## src/rtl/cmplx_fxp_multiplier.sv

```systemverilog
// Pipelined signed fixed-point complex multiplier: P = A * B.
// Three register stages: operand capture, partial products, then
// combine/round/range-check into the output registers.
// Rounding adds 2^(FRACTION-1) before the arithmetic shift, which rounds
// half toward +inf. Define CMPLX_MULT_SATURATE_EN to clamp out-of-range
// components; otherwise they wrap to the low WORD_SIZE bits.
// o_ovf is produced the same way in both builds.
module cmplx_fxp_multiplier #(
    parameter int unsigned WORD_SIZE = 16,
    parameter int unsigned FRACTION  = 8
) (
    input  logic                 i_clk,
    input  logic                 i_rst,
    input  logic                 i_valid,
    input  logic [WORD_SIZE-1:0] i_ar,
    input  logic [WORD_SIZE-1:0] i_ai,
    input  logic [WORD_SIZE-1:0] i_br,
    input  logic [WORD_SIZE-1:0] i_bi,
    output logic                 o_valid,
    output logic [WORD_SIZE-1:0] o_pr,
    output logic [WORD_SIZE-1:0] o_pi,
    output logic                 o_ovf
);

    localparam int unsigned PW = 2 * WORD_SIZE;  // product width
    localparam int unsigned SW = PW + 1;         // sum width, cannot overflow

    // Stage 1 state
    logic signed [WORD_SIZE-1:0] ar_d, ar_q, ai_d, ai_q, br_d, br_q, bi_d, bi_q;
    logic                        vld1_d, vld1_q;
    // Stage 2 state
    logic signed [PW-1:0]        p_rr_d, p_rr_q, p_ii_d, p_ii_q;
    logic signed [PW-1:0]        p_ri_d, p_ri_q, p_ir_d, p_ir_q;
    logic                        vld2_d, vld2_q;
    // Stage 3 combinational and output state
    logic signed [SW-1:0]        rnd, sum_re, sum_im, sh_re, sh_im;
    logic                        ovf_re, ovf_im;
    logic [WORD_SIZE-1:0]        res_re, res_im;
    logic [WORD_SIZE-1:0]        o_pr_d, o_pr_q, o_pi_d, o_pi_q;
    logic                        o_ovf_d, o_ovf_q, o_valid_d, o_valid_q;

    // Operand capture; data loads every cycle, only valid matters downstream.
    always_comb begin
        ar_d   = i_ar;
        ai_d   = i_ai;
        br_d   = i_br;
        bi_d   = i_bi;
        vld1_d = i_valid;
    end

    // Four signed full-width partial products.
    always_comb begin
        p_rr_d = PW'(ar_q) * PW'(br_q);
        p_ii_d = PW'(ai_q) * PW'(bi_q);
        p_ri_d = PW'(ar_q) * PW'(bi_q);
        p_ir_d = PW'(ai_q) * PW'(br_q);
        vld2_d = vld1_q;
    end

    // Combine, round, shift, range-check and select the output values.
    always_comb begin
        rnd                = '0;
        rnd[FRACTION-1]    = 1'b1;
        sum_re             = SW'(p_rr_q) - SW'(p_ii_q) + rnd;
        sum_im             = SW'(p_ri_q) + SW'(p_ir_q) + rnd;
        sh_re              = sum_re >>> FRACTION;
        sh_im              = sum_im >>> FRACTION;
        // In range iff every bit from the result sign upward matches.
        ovf_re             = !((&sh_re[SW-1:WORD_SIZE-1]) || !(|sh_re[SW-1:WORD_SIZE-1]));
        ovf_im             = !((&sh_im[SW-1:WORD_SIZE-1]) || !(|sh_im[SW-1:WORD_SIZE-1]));
        res_re             = sh_re[WORD_SIZE-1:0];
        res_im             = sh_im[WORD_SIZE-1:0];
`ifdef CMPLX_MULT_SATURATE_EN
        if (ovf_re) begin
            res_re = sh_re[SW-1] ? {1'b1, {(WORD_SIZE-1){1'b0}}}
                                 : {1'b0, {(WORD_SIZE-1){1'b1}}};
        end
        if (ovf_im) begin
            res_im = sh_im[SW-1] ? {1'b1, {(WORD_SIZE-1){1'b0}}}
                                 : {1'b0, {(WORD_SIZE-1){1'b1}}};
        end
`endif
        // Outputs hold the last result while no new one is available.
        o_pr_d             = vld2_q ? res_re : o_pr_q;
        o_pi_d             = vld2_q ? res_im : o_pi_q;
        o_ovf_d            = vld2_q ? (ovf_re | ovf_im) : o_ovf_q;
        o_valid_d          = vld2_q;
    end

    // Pipeline registers, all cleared by asynchronous reset.
    always_ff @(posedge i_clk or posedge i_rst) begin
        if (i_rst) begin
            ar_q      <= '0;
            ai_q      <= '0;
            br_q      <= '0;
            bi_q      <= '0;
            vld1_q    <= 1'b0;
            p_rr_q    <= '0;
            p_ii_q    <= '0;
            p_ri_q    <= '0;
            p_ir_q    <= '0;
            vld2_q    <= 1'b0;
            o_pr_q    <= '0;
            o_pi_q    <= '0;
            o_ovf_q   <= 1'b0;
            o_valid_q <= 1'b0;
        end else begin
            ar_q      <= ar_d;
            ai_q      <= ai_d;
            br_q      <= br_d;
            bi_q      <= bi_d;
            vld1_q    <= vld1_d;
            p_rr_q    <= p_rr_d;
            p_ii_q    <= p_ii_d;
            p_ri_q    <= p_ri_d;
            p_ir_q    <= p_ir_d;
            vld2_q    <= vld2_d;
            o_pr_q    <= o_pr_d;
            o_pi_q    <= o_pi_d;
            o_ovf_q   <= o_ovf_d;
            o_valid_q <= o_valid_d;
        end
    end

    assign o_pr    = o_pr_q;
    assign o_pi    = o_pi_q;
    assign o_ovf   = o_ovf_q;
    assign o_valid = o_valid_q;

endmodule

```

## config.mk

```make
export PLATFORM = sky130hd
export DESIGN_NAME = cmplx_fxp_multiplier
export DESIGN_NICKNAME = d
export VERILOG_FILES = /design/src/rtl/cmplx_fxp_multiplier.sv
export SDC_FILE = /design/constraint.sdc
export NUM_CORES = 2
export LEC_CHECK = 0
export ABC_AREA = 1
export BUFFER_PORTS_ARGS = -buffer_cell sky130_fd_sc_hd__buf_2
export CAP_MARGIN = 15
export CORE_ASPECT_RATIO = 1.25
export CORE_UTILIZATION = 40
export DETAILED_ROUTE_END_ITERATION = 12
export PLACE_DENSITY_LB_ADDON = 0.25
export RECOVER_POWER = 100
export SYNTH_ARGS = -nofsm -noshare
export SYNTH_HDL_FRONTEND = slang
export SYNTH_SLANG_ARGS = --single-unit
```

## constraint.sdc

```tcl
create_clock -name i_clk -period 9.84 [get_ports i_clk]
set_clock_uncertainty 0.15 [all_clocks]
set_input_delay 2.952 -clock i_clk [delete_from_list [all_inputs] [get_ports i_clk]]
set_output_delay 2.952 -clock i_clk [all_outputs]
set_load 0.01 [all_outputs]
```

Word-level counts from Yosys, hierarchy flattened:

Index checks and enable logic that the tools add are counted.

* bits in registers: 228
* word-level logic and storage cells: 33
* output and inout port bits: 34

* add/sub/neg operators: 4
* bitwise operators: 1
* multipliers: 4
* reduce and logical (&&, ||, !) cells: 10

Operators by type and width (count)
* $mul A16 B16 Y32: 4
* $add A33 B9 Y33 const B: 2
* $add A32 B32 Y33: 1
* $sub A32 B32 Y33: 1
* $reduce_and A10 Y1: 2
* $reduce_or A10 Y1: 2
* $logic_not A1 Y1: 4
* $logic_or A1 B1 Y1: 2
* $or A1 B1 Y1: 1

Depth between registers and ports, before layout:

* word-level depth: 7
* mapped depth: 28

Worst setup path after synthesis:

OpenSTA, ideal clock, no wires.

* kind: flip-flop to flip-flop
* from: register ar_q[15]
* to: register p_ri_q[28]
* cell stages (with the launch flop): 21
* arrival time: 5.691 ns
* setup slack: 3.872 ns
* data required time: 9.562 ns
* buffers on the path: 1
* clock period less this slack: 5.968 ns
* cells stage by stage: dfrtp_1 > clkbuf_1 > nand2_1 > inv_1 > fa_1 > fa_1 > fa_1 > fa_1 > fa_1 > inv_1 > fa_1 > inv_1 > ha_1 > nand2_1 > nor4_1 > nand2_1 > o211ai_1 > nand3_1 > nand2_1 > a21oi_1 > xor2_1

* cells in the longest elaborated chain, start to end: 1

Ends and longest elaborated chain
* start: declaration: RTL line 29 `logic signed [WORD_SIZE-1:0] ar_d, ar_q, ai_d, ai_q, br_d, br_q, bi_d, bi_q;`
* start signal: assignment: RTL line 108 `ar_q <= ar_d;`
* $mul A16 B16 Y32: RTL line 55 `p_ri_d = PW'(ar_q) * PW'(bi_q);`
* named net p_ri_d[28]: RTL line 33 `logic signed [PW-1:0] p_ri_d, p_ri_q, p_ir_d, p_ir_q;`
* end signal: assignment: RTL line 115 `p_ri_q <= p_ri_d;`
* end: declaration: RTL line 33

The timed path passes the listed nets, and every way through them passes these cells.
A chain may end at the register's enable or synchronous reset.

Worst setup path in the final report:

* from: register ai_q[0]
* to: register p_ii_q[22]

* cells in the longest elaborated chain, start to end: 1

Ends and longest elaborated chain
* start: declaration: RTL line 29
* start signal: assignment: RTL line 109 `ai_q <= ai_d;`
* $mul A16 B16 Y32: RTL line 54 `p_ii_d = PW'(ai_q) * PW'(bi_q);`
* named net p_ii_d[22]: RTL line 32 `logic signed [PW-1:0] p_rr_d, p_rr_q, p_ii_d, p_ii_q;`
* end signal: assignment: RTL line 114 `p_ii_q <= p_ii_d;`
* end: declaration: RTL line 32

The timed path passes the listed nets, and every way through them passes these cells.

==> reports/results.txt <==
Number of iterations in the first detailed-routing pass: 6
Total clock buffers created by CTS: 31
Die ar.: 131,000 um^2
Worst-case headroom to the max-slew limit: -171%
Peak clock frequency supported by timing: 130 MHz
Via count: 39.0k
Post-route clock period utilization: 78.1%
Number of design-rule violations left by the first detailed-router iteration: 2,391
Sequential cell area: 5710 um^2
Routed length per placed instance: 16.9 um
Weighted congestion at the end of routability-driven global placement: 0.918
Initial cell density of the core: 40.3%
Inst Count DP: 8,069
Startpoint types: register
Synth top area cells: fa_1, inv_1, nand2_1
Number of instances resized during post-cts repair: 0
Hold/Removal Path Class: reg -> reg
DP HPWL: 111 mm
Ranking of synthesized cells by instance count: inv_1, nand2_1, fa_1, ha_1, dfrtp_1
Met1 global-route usage: 28.6%
Number of remaining DRC errors: 0
Worst EP arrival: 8.02 ns
CTS tree: done
WP data required: 10.18 ns
Average size of a mapped cell: 8.09 um^2
Input/output buffers: 100
Aggregate global routing overflow: 0
Synthesis-to-layout area growth: 6.49%
Flip-flop and latch count after synthesis: 228
Worst hold path depth: 0
Final worst path period need: 7.68 ns
Final number of setup-violating endpoints: 0
Worst Tran Pin Value: 4.05 ns
Met2 Track Usage GR: 37.5%
Number of sinks handled by clock tree synthesis: 228
Width of the die: 324 um
CTS H-Tree Depth: 1
Clock transition at the registers of the reported paths: 0.06 ns
Standard cell core area: 128,000 um^2
Global-route wire length before repair: 222 mm
Vias in the first global route: 41.5k
I/O pin count: 101
Number of instances in the synthesized netlist: 6,393
Worst Reg-to-Reg Cells: 19
Vias per inst: 4.80
Hold endpoint: o_valid_d$_DFF_PP0_
Post-Synthesis Cell Area: 51,700 um^2
Height of the die: 404 um
Total Wirelength: 137 mm
Highest net fanout along the worst path: 31
Number of setup buffers added after CTS: 0
Nets: 7,954
Max-cap violations: 4
Startpoint of the tightest hold check path: vld1_q$_DFF_PP0_
Multi-input logic area: 38,100 um^2
GRT met3 Usage: 2.23%
Worst reg-to-reg setup slack: 2.16 ns
Failing checks: capacitance limit, slew limit
Number of antenna violations at the first check in global routing: 6
Worst reg2reg startpoint: ai_q[0]$_DFF_PP0_
Most utilized layer in the global route result: met2
Number of inserted filler cells in the final layout: 13.3k
Dpl ws: 2.74 ns
Fraction of final layout cells with drive strength greater than 1: 2.88%
Nets in the synthesized netlist: 7,958
CTS root buf: clkbuf_16
Capture instance of the worst register-to-register path: p_ii_q[22]$_DFF_PP0_
Post-route setup slack: 2.16 ns
Hold slack: 0.210 ns
Number of flops mapped to enable cells by yosys: 0
Count of pins over their slew limit: 183
Run status: finished with violations
Number of distinct library cells after synthesis: 41
Global-route total usage across every layer: 21.9%
Maximum clock path buffer count: 3
Yosys warns: 0
Category of the worst setup path capture point: register
Hold buffer count at cts: 0
Count of standard-cell rows: 147
Antenna violation net count after detailed routing: 0
Non-filler cells, final: 8,127
Post-synthesis async set-or-reset flop share: 100%
Share of synthesized area occupied by flip-flops and latches: 11.0%
Type of the worst setup path: reg -> reg
Setup TNS: 0 ns
Proportion of netlist area held by the largest area contributor: 40.6%
Final Hold Vio Count: 0
Commonest register cell after synthesis: dfrtp_1
Cell with the most instances after synthesis: inv_1
Cell type with the largest total area after synthesis: fa_1
Clock latency at the later pin of the worst-skew pair: 0.66 ns
RSZ-0062 raised after global routing: no
Maximum number of pins on one net before global-route repair: 145
==> routing by layer <==
layer  routed length, um  share of wire, %  vias up
met5                   0                 0        -
met4                5260               3.8        0
met3                6980               5.1      212
met2               67300                49      943
met1               57500                42    19600
li1                    -                 -    18200
==> metrics by stage <==
step / utilization [%] / cell area (um^2)
after global placement: 42.2 / 54100
after floorplan: - / 51700
final: 42.9 / 55100
after detailed placement: 42.2 / 54100
after CTS: 43.0 / 55200
after global routing: 42.9 / 55100
==> sequential cells by signal (all words and copies together) (netlist names), 32 cells and up <==
signal,count
p_ii_q,32
p_ir_q,32
p_ri_q,32
p_rr_q,32
==> cell families after synthesis <==
family	count (synthesis)	share of synthesized area (%)
and+or+nand+nor	2012	15.2
adders and majority gates	1498	51.4
xor gates and xnor gates	180	3.05
buffers and inverters	2101	15.2
AOI/OAI and AO/OA	374	4.06
DFF	228	11.0
==> area by class of cell <==
class                      count  area share (%)
sequential                   228            10.4
antenna                        1         0.00454
timing repair buffer         162            1.64
clock buffer                  40            1.56
multi-input combinational   4064            69.1
tap                         1713            3.89
clock inverter                17           0.482
inverter                    1902            13.0
==> worst max path at each step <==
stage	end	cells after the start	start
after global placement	p_ri_q[28]$_DFF_PP0_	20	bi_q[2]$_DFF_PP0_
after floorplan	ai_q[0]$_DFF_PP0_	1	i_rst
after global routing	p_ri_q[28]$_DFF_PP0_	20	bi_q[2]$_DFF_PP0_
after CTS	p_ri_q[28]$_DFF_PP0_	20	bi_q[2]$_DFF_PP0_
after detailed placement	p_ri_q[28]$_DFF_PP0_	20	bi_q[2]$_DFF_PP0_
final	p_ii_q[22]$_DFF_PP0_	19	ai_q[0]$_DFF_PP0_
==> worst max-delay path, cell delays in order, from the launching register on <==
cell	delay, ns
dfrtp_1	0.31
clkbuf_1	1.60
nand2_1	0.21
fa_1	0.57
fa_1	0.50
inv_1	0.05
ha_1	0.20
fa_1	0.43
ha_1	0.28
inv_1	0.04
fa_1	0.47
inv_1	0.04
ha_1	0.32
a21o_1	0.17
a21oi_1	0.55
o21ai_0	0.32
a21boi_0	0.63
o21bai_1	0.19
a21oi_1	0.20
xnor2_1	0.26
==> placed cells by master, fill, tap and decap left out, drive strengths merged, types with 6 or more instances in the layout <==
cell | netlist | final
o21ai | 115 | 115
ha | 450 | 450
buf | 2 | 110
a21o | 9 | 9
nor4 | 11 | 11
nor2 | 216 | 216
o2111ai | 7 | 7
nand2 | 1647 | 1647
a31oi | 19 | 19
clkbuf | 197 | 92
nand4 | 18 | 18
fa | 1048 | 1048
nor3 | 17 | 17
nand3 | 90 | 90
xnor2 | 87 | 87
o21bai | 15 | 15
dfrtp | 228 | 228
bufinv | 0 | 6
xor2 | 93 | 93
inv | 1902 | 1907
o21a | 7 | 7
o211ai | 6 | 6
a21oi | 185 | 185
Power is not shown: default switching activity piles up to over one toggle a cycle in this logic, so the estimate is an artifact.
